===== config.mk =====
export PLATFORM = sky130hd
export DESIGN_NAME = vector_mem_sequencer
export DESIGN_NICKNAME = d
export VERILOG_FILES = /design/src/rtl/vector_mem_sequencer.sv
export SDC_FILE = /design/constraint.sdc
export NUM_CORES = 2
export LEC_CHECK = 0
export CORE_AREA = 3 3 452 454
export CTS_BUF_LIST = sky130_fd_sc_hd__clkbuf_4 sky130_fd_sc_hd__clkbuf_8
export DETAILED_ROUTE_END_ITERATION = 10
export DIE_AREA = 0 0 455 457
export HOLD_SLACK_MARGIN = 0.06
export SETUP_SLACK_MARGIN = 0.2
export SLEW_MARGIN = 5
export SYNTH_ARGS = -nofsm -noshare
export SYNTH_HDL_FRONTEND = slang
export SYNTH_SLANG_ARGS = --single-unit
export TNS_END_PERCENT = 30

===== constraint.sdc =====
create_clock -name clk -period 7.7 [get_ports clk]
set_input_delay 1.54 -clock clk [delete_from_list [all_inputs] [get_ports clk]]
set_output_delay 1.54 -clock clk [all_outputs]
set_load 0.02 [all_outputs]

===== src/rtl/vector_mem_sequencer.sv =====
// vector_mem_sequencer: splits a LANES x DW vector load or store into
// one scalar access per enabled lane on a single data-memory port.
// Only one access is in flight at a time. The upstream pipeline is stalled
// until the last enabled lane has finished.
module vector_mem_sequencer #(
    parameter int unsigned LANES    = 16,
    parameter int unsigned DW       = 32,
    parameter int unsigned AW       = 21,
    parameter int unsigned READ_LAT = 1
) (
    input  logic                  clk,
    input  logic                  rst,
    input  logic                  start,
    input  logic                  is_store,
    input  logic [AW-1:0]         base_addr,
    input  logic [AW-1:0]         stride,
    input  logic [LANES-1:0]      lane_mask,
    input  logic [LANES*DW-1:0]   wdata_vec,
    input  logic [DW-1:0]         mem_rdata,
    output logic [LANES*DW-1:0]   rdata_vec,
    output logic [AW-1:0]         mem_addr,
    output logic [DW-1:0]         mem_wdata,
    output logic                  mem_we,
    output logic                  busy,
    output logic                  stall,
    output logic                  done
);

    localparam int unsigned LW = (LANES > 1) ? $clog2(LANES) : 1;
    localparam int unsigned CW = (READ_LAT > 1) ? $clog2(READ_LAT) : 1;

    typedef enum logic [1:0] {
        S_IDLE,
        S_ISSUE,
        S_WAIT,
        S_DONE
    } state_t;

    state_t                state_q, state_d;
    logic [LW-1:0]         ptr_q, ptr_d;
    logic [CW-1:0]         cnt_q, cnt_d;
    logic                  store_q, store_d;
    logic [AW-1:0]         base_q, base_d;
    logic [AW-1:0]         stride_q, stride_d;
    logic [LANES-1:0]      mask_q, mask_d;
    logic [LANES*DW-1:0]   wdata_q, wdata_d;
    logic [LANES*DW-1:0]   rdata_q, rdata_d;

    logic                  first_any;
    logic [LW-1:0]         first_idx;
    logic                  next_any;
    logic [LW-1:0]         next_idx;
    logic [AW-1:0]         lane_addr;
    logic [DW-1:0]         lane_wdata;

    // Lowest enabled lane of the incoming request mask.
    always_comb begin
        first_any = 1'b0;
        first_idx = '0;
        for (int unsigned i = 0; i < LANES; i++) begin
            if (lane_mask[i] && !first_any) begin
                first_any = 1'b1;
                first_idx = LW'(i);
            end
        end
    end

    // Lowest enabled lane strictly above the current pointer.
    always_comb begin
        next_any = 1'b0;
        next_idx = '0;
        for (int unsigned i = 0; i < LANES; i++) begin
            if (mask_q[i] && (i > 32'(ptr_q)) && !next_any) begin
                next_any = 1'b1;
                next_idx = LW'(i);
            end
        end
    end

    // Address and store data of the lane under the pointer; the address
    // arithmetic is truncated to AW bits so it wraps silently.
    always_comb begin
        lane_addr  = base_q + (AW'(ptr_q) * stride_q);
        lane_wdata = wdata_q[32'(ptr_q)*DW +: DW];
    end

    // Next-state logic and memory-port outputs.
    always_comb begin
        state_d   = state_q;
        ptr_d     = ptr_q;
        cnt_d     = cnt_q;
        store_d   = store_q;
        base_d    = base_q;
        stride_d  = stride_q;
        mask_d    = mask_q;
        wdata_d   = wdata_q;
        rdata_d   = rdata_q;
        mem_addr  = '0;
        mem_wdata = '0;
        mem_we    = 1'b0;
        busy      = (state_q != S_IDLE);
        stall     = 1'b0;
        done      = 1'b0;

        case (state_q)
            S_IDLE: begin
                stall = start;
                if (start) begin
                    store_d  = is_store;
                    base_d   = base_addr;
                    stride_d = stride;
                    mask_d   = lane_mask;
                    wdata_d  = wdata_vec;
                    ptr_d    = first_idx;
                    state_d  = first_any ? S_ISSUE : S_DONE;
                end
            end

            S_ISSUE: begin
                stall    = 1'b1;
                mem_addr = lane_addr;
                if (store_q) begin
                    mem_wdata = lane_wdata;
                    mem_we    = 1'b1;
                    if (next_any) begin
                        ptr_d = next_idx;
                    end else begin
                        state_d = S_DONE;
                    end
                end else begin
                    cnt_d   = '0;
                    state_d = S_WAIT;
                end
            end

            S_WAIT: begin
                stall    = 1'b1;
                mem_addr = lane_addr;
                if (cnt_q == CW'(READ_LAT - 1)) begin
                    rdata_d[32'(ptr_q)*DW +: DW] = mem_rdata;
                    if (next_any) begin
                        ptr_d   = next_idx;
                        state_d = S_ISSUE;
                    end else begin
                        state_d = S_DONE;
                    end
                end else begin
                    cnt_d = cnt_q + CW'(1);
                end
            end

            S_DONE: begin
                done    = 1'b1;
                ptr_d   = '0;
                state_d = S_IDLE;
            end

            default: begin
                state_d = S_IDLE;
            end
        endcase
    end

    // State and datapath registers with synchronous reset.
    always_ff @(posedge clk) begin
        if (rst) begin
            state_q  <= S_IDLE;
            ptr_q    <= '0;
            cnt_q    <= '0;
            store_q  <= 1'b0;
            base_q   <= '0;
            stride_q <= '0;
            mask_q   <= '0;
            wdata_q  <= '0;
            rdata_q  <= '0;
        end else begin
            state_q  <= state_d;
            ptr_q    <= ptr_d;
            cnt_q    <= cnt_d;
            store_q  <= store_d;
            base_q   <= base_d;
            stride_q <= stride_d;
            mask_q   <= mask_d;
            wdata_q  <= wdata_d;
            rdata_q  <= rdata_d;
        end
    end

    assign rdata_vec = rdata_q;

endmodule


==> results.md <==
* Buffers & Inverters on Critical Path at 3
* Final HPWL DP at ~170 mm
* Total congestion overflow at 0
* Die width at ~460 um
* Clock transition at path regs at ~0.06 ns
* Placed inst area at a little over 60000 um^2
* Period minus WS final at around 7.3 ns
* Synth Flop Type: dfxtp_1
* Worst Skew at approximately 0.033 ns
* DR pass1 iterations at 6
* Final worst-path cycle share at 0.943
* IO Count at around 1.2k
* Antenna Nets Post-Route at 0
* CTS sink count at 1088
* Post-synthesis simple-gate area fraction at 0.225
* Slew headroom at 0.158
* Max-slew violations at 0
* Worst-path maximum fanout at 23
* Unrepaired setup endpoints after global routing: yes
* DRC violation count after routing at 0
* Mux cell area share after synthesis at 0.0599
* WHS Path Cells at 2
* Most frequent cell after synthesis: nand2_1
* Int Power at 10.5 mW
* Fin. Hold Viols at 0
* Most area-consuming cells after synthesis: dfxtp_1 47%, nand2_1 14%, a21oi_1 12%
* Worst VDD drop at approximately 150 uV
* Max stage delay cell, worst path: clkdlybuf4s50_1
* Die area at about 210000 um^2
* Vias in the first global route at around 45k
* Worst setup EP type: output port
* Area share of the largest cell type after synthesis at 0.468
* Longest Clk Path Bufs at 3
* WP data arrival at between 5 and 6 ns
* Compound-Gate Fraction of Synth Area at 0.155
* Total Routing Usage GR at 0.210
* Comb power frac at 0.229
* Vias post-DR at 46.9k
* CP most frequent cell: fa_1
* Row cnt at between 150 and 200
* EDFF count, synth at 0
* H-tree depth at 4
* Setup TNS at 0 ns
* Largest net degree at the start of global routing at around 220
* Switching Share at 0.334
* Post-synth top area cell: dfxtp_1
* Max Cap Viol at 0
* Stages on the worst setup path at 13
* Syn nets at around 6.5k
* Hold-fix buffers, CTS at 0
* Yosys cell types at between 80 and 90
* Clock power frac at 0.379
* Clock root buffer: clkbuf_8
* Largest family of logic cells by synthesized area: simple AND/OR/NAND/NOR gates
* CP Class: reg -> out
* Switching pwr at between 5 and 6 mW
* Die Height at ~460 um
* Largest stage delay, worst path at around 0.7 ns
* FMAX at 0.138 GHz
* Share of cells above drive strength 1 at 0.0852
* Final #Nets at around 7.5k
* YS warnings at 0
* Status: completed
* R2R cell count at 8
* XOR/XNOR Fraction of Synth Area at 0.00420
* CP Cell Sequence: and2_1 > fa_1 > fa_1 > inv_1 > fa_1 > inv_1 > ha_1 > and3_1 > a22oi_1 > nor3_1 > or4_1 > a211oi_1 > clkdlybuf4s50_1
* Synth top cells by count: 1759 x nand2_1, 1107 x a21oi_1, 1088 x dfxtp_1, 494 x nand3_1, 401 x clkbuf_1
* Final GP Congestion at 0.897
* Final instance area at between 60000 and 70000 um^2
* Seq cells post-synth at 1088
* First-pass GRT wire length at 321 mm
* CP required at 6.16 ns
* Antenna violations before repair at between 40 and 50
* DR vias/cell at between 4 and 5
* Drt total wl at approximately 230 mm
* Hold Path Class: reg -> reg
* Cell count after synthesis at about 6k
* Slew @ Worst Pin at between 1 and 1.5 ns
* CTS tree: yes
* Sequential share of power at 0.392
* Pwr dens at roughly 240 nW/um^2
* Num CTS Buffers at a little under 200
* Number of port buffers at 1174
* Mean Syn Cell Area at 7.98 um^2
* Initial Util at 0.233
* Clk Latency, worst-skew pair at between 0.9 and 1 ns
* Setup crit start kind: flip-flop
* Post-synthesis sequential area ratio at 0.468
* Synth Area in Adders at 0.0317
* Count of final setup violators at 0
* Layout Area Growth over Synthesis at 39.1%
* Hold Slack at about 0.45 ns
* Initial DRC Count at approximately 4.4k
* P_leak at ~22 nW
* Post-synth ARST share at 0
* Crit path max-delay family: adder cells
* WL/cell at between 20 and 25 um
* Core area at 200000 um^2
* Mapped Area at around 47000 um^2
repair_timing:
action / 4_1_cts / 5_1_grt
buffers inserted: 2 / 0
endpoints found under the setup margin: 5 / 4
resized for setup: 2 / 1
pin swaps: 0 / 0
state kept, by name, indices dropped and copies added (netlist names):
register and flops:
store_q 1, state_q 2, rdata_vec 512, mask_q 15
base_q 21, stride_q 21, ptr_q 4, wdata_q 512
metrics by stage:
stage / setup slack, ns / utilization / cells / total power, mW
detailed placement: 1.02 / 0.302 / 9222 / 9.92
finish: 0.437 / 0.323 / 9597 / 15.8
floorplan: 1.26 / - / 5826 / 8.29
global route: 0.179 / 0.323 / 9590 / 16.4
global placement: 1.06 / 0.302 / 9222 / 9.89
CTS: 0.167 / 0.323 / 9566 / 15.9
final timing paths:
check	from	to	slack, ns
hold / removal	rdata_vec[91]	rdata_vec[91]	0.45
hold reg to reg	rdata_vec[91]	rdata_vec[91]	0.45
setup / recovery	ptr_q[1]	mem_addr[14]	0.44
setup reg to reg	ptr_q[3]	rdata_vec[498]	3.50
worst min-delay path, delay by kind of cell (launching register included):
kind / cells / cell delay (ns)
flip-flops: 1 / 0.30
AO/OA/AOI/OAI: 1 / 0.05
AND/OR/NAND/NOR: 1 / 0.05
area by class of cell:
type                    instances  area, um^2
diodes                         31        77.6
clock buffers                 296        3690
clock inverters                46         584
fillers                     20981      135000
inverters                     112         420
multi-input cells            4097       22300
flip-flops and latches       1088       21800
well taps                    2656        3320
repair buffers               1271       12600
power by group through the flow:
stage,combinational (mW),clock (mW),sequential [mW]
after floorplan,2.10,0,6.18
after global placement,3.60,0,6.29
after CTS,3.65,6.10,6.17
after global routing,3.87,6.37,6.20
after detailed placement,3.62,0,6.30
final,3.61,5.97,6.18
cells in the final DEF, fill, tap and decap left out, types with 7 or more instances in the layout:
master,n
o22ai_1,34
nand2b_1,10
clkdlybuf4s50_1,1160
buf_4,85
mux2i_1,132
ha_1,33
bufinv_16,9
nor2_2,10
clkbuf_4,62
nor2_1,43
mux4_2,64
a211oi_1,36
nor2_4,11
o221ai_1,66
fa_1,53
xnor2_1,9
o21ai_0,16
nor3_1,10
and2_1,74
a21o_1,13
buf_12,10
a21oi_1,1107
inv_1,110
xor2_1,7
dfxtp_1,1084
diode_2,31
nand2_1,1755
clkinv_2,20
buf_2,11
nand3_1,490
clkbuf_8,234
layer usage:
| metal | up-vias | track usage | part of all wire |
|---|---|---|---|
| met3 | 508 | 0.0489 | 0.076 |
| met1 | 22612 | 0.233 | 0.37 |
| met2 | 2229 | 0.362 | 0.49 |
| met4 | 6 | 0.124 | 0.062 |
| li1 | 21506 | - | - |
| met5 | - | 0 | 0.00017 |
cell families (layout without fill, tap and decap cells):
kind of cell / after synthesis / count (layout)
AO/OA/AOI/OAI: 1321 / 1321
adder cells (fa/ha/maj): 86 / 86
other: 0 / 31
AND/OR/NAND/NOR: 2474 / 2474
multiplexers: 197 / 197
buffers and inverters: 641 / 1725
flip-flops: 1088 / 1088
XOR/XNOR: 19 / 19
No activity file was read; power rests on OpenSTA's default activity.
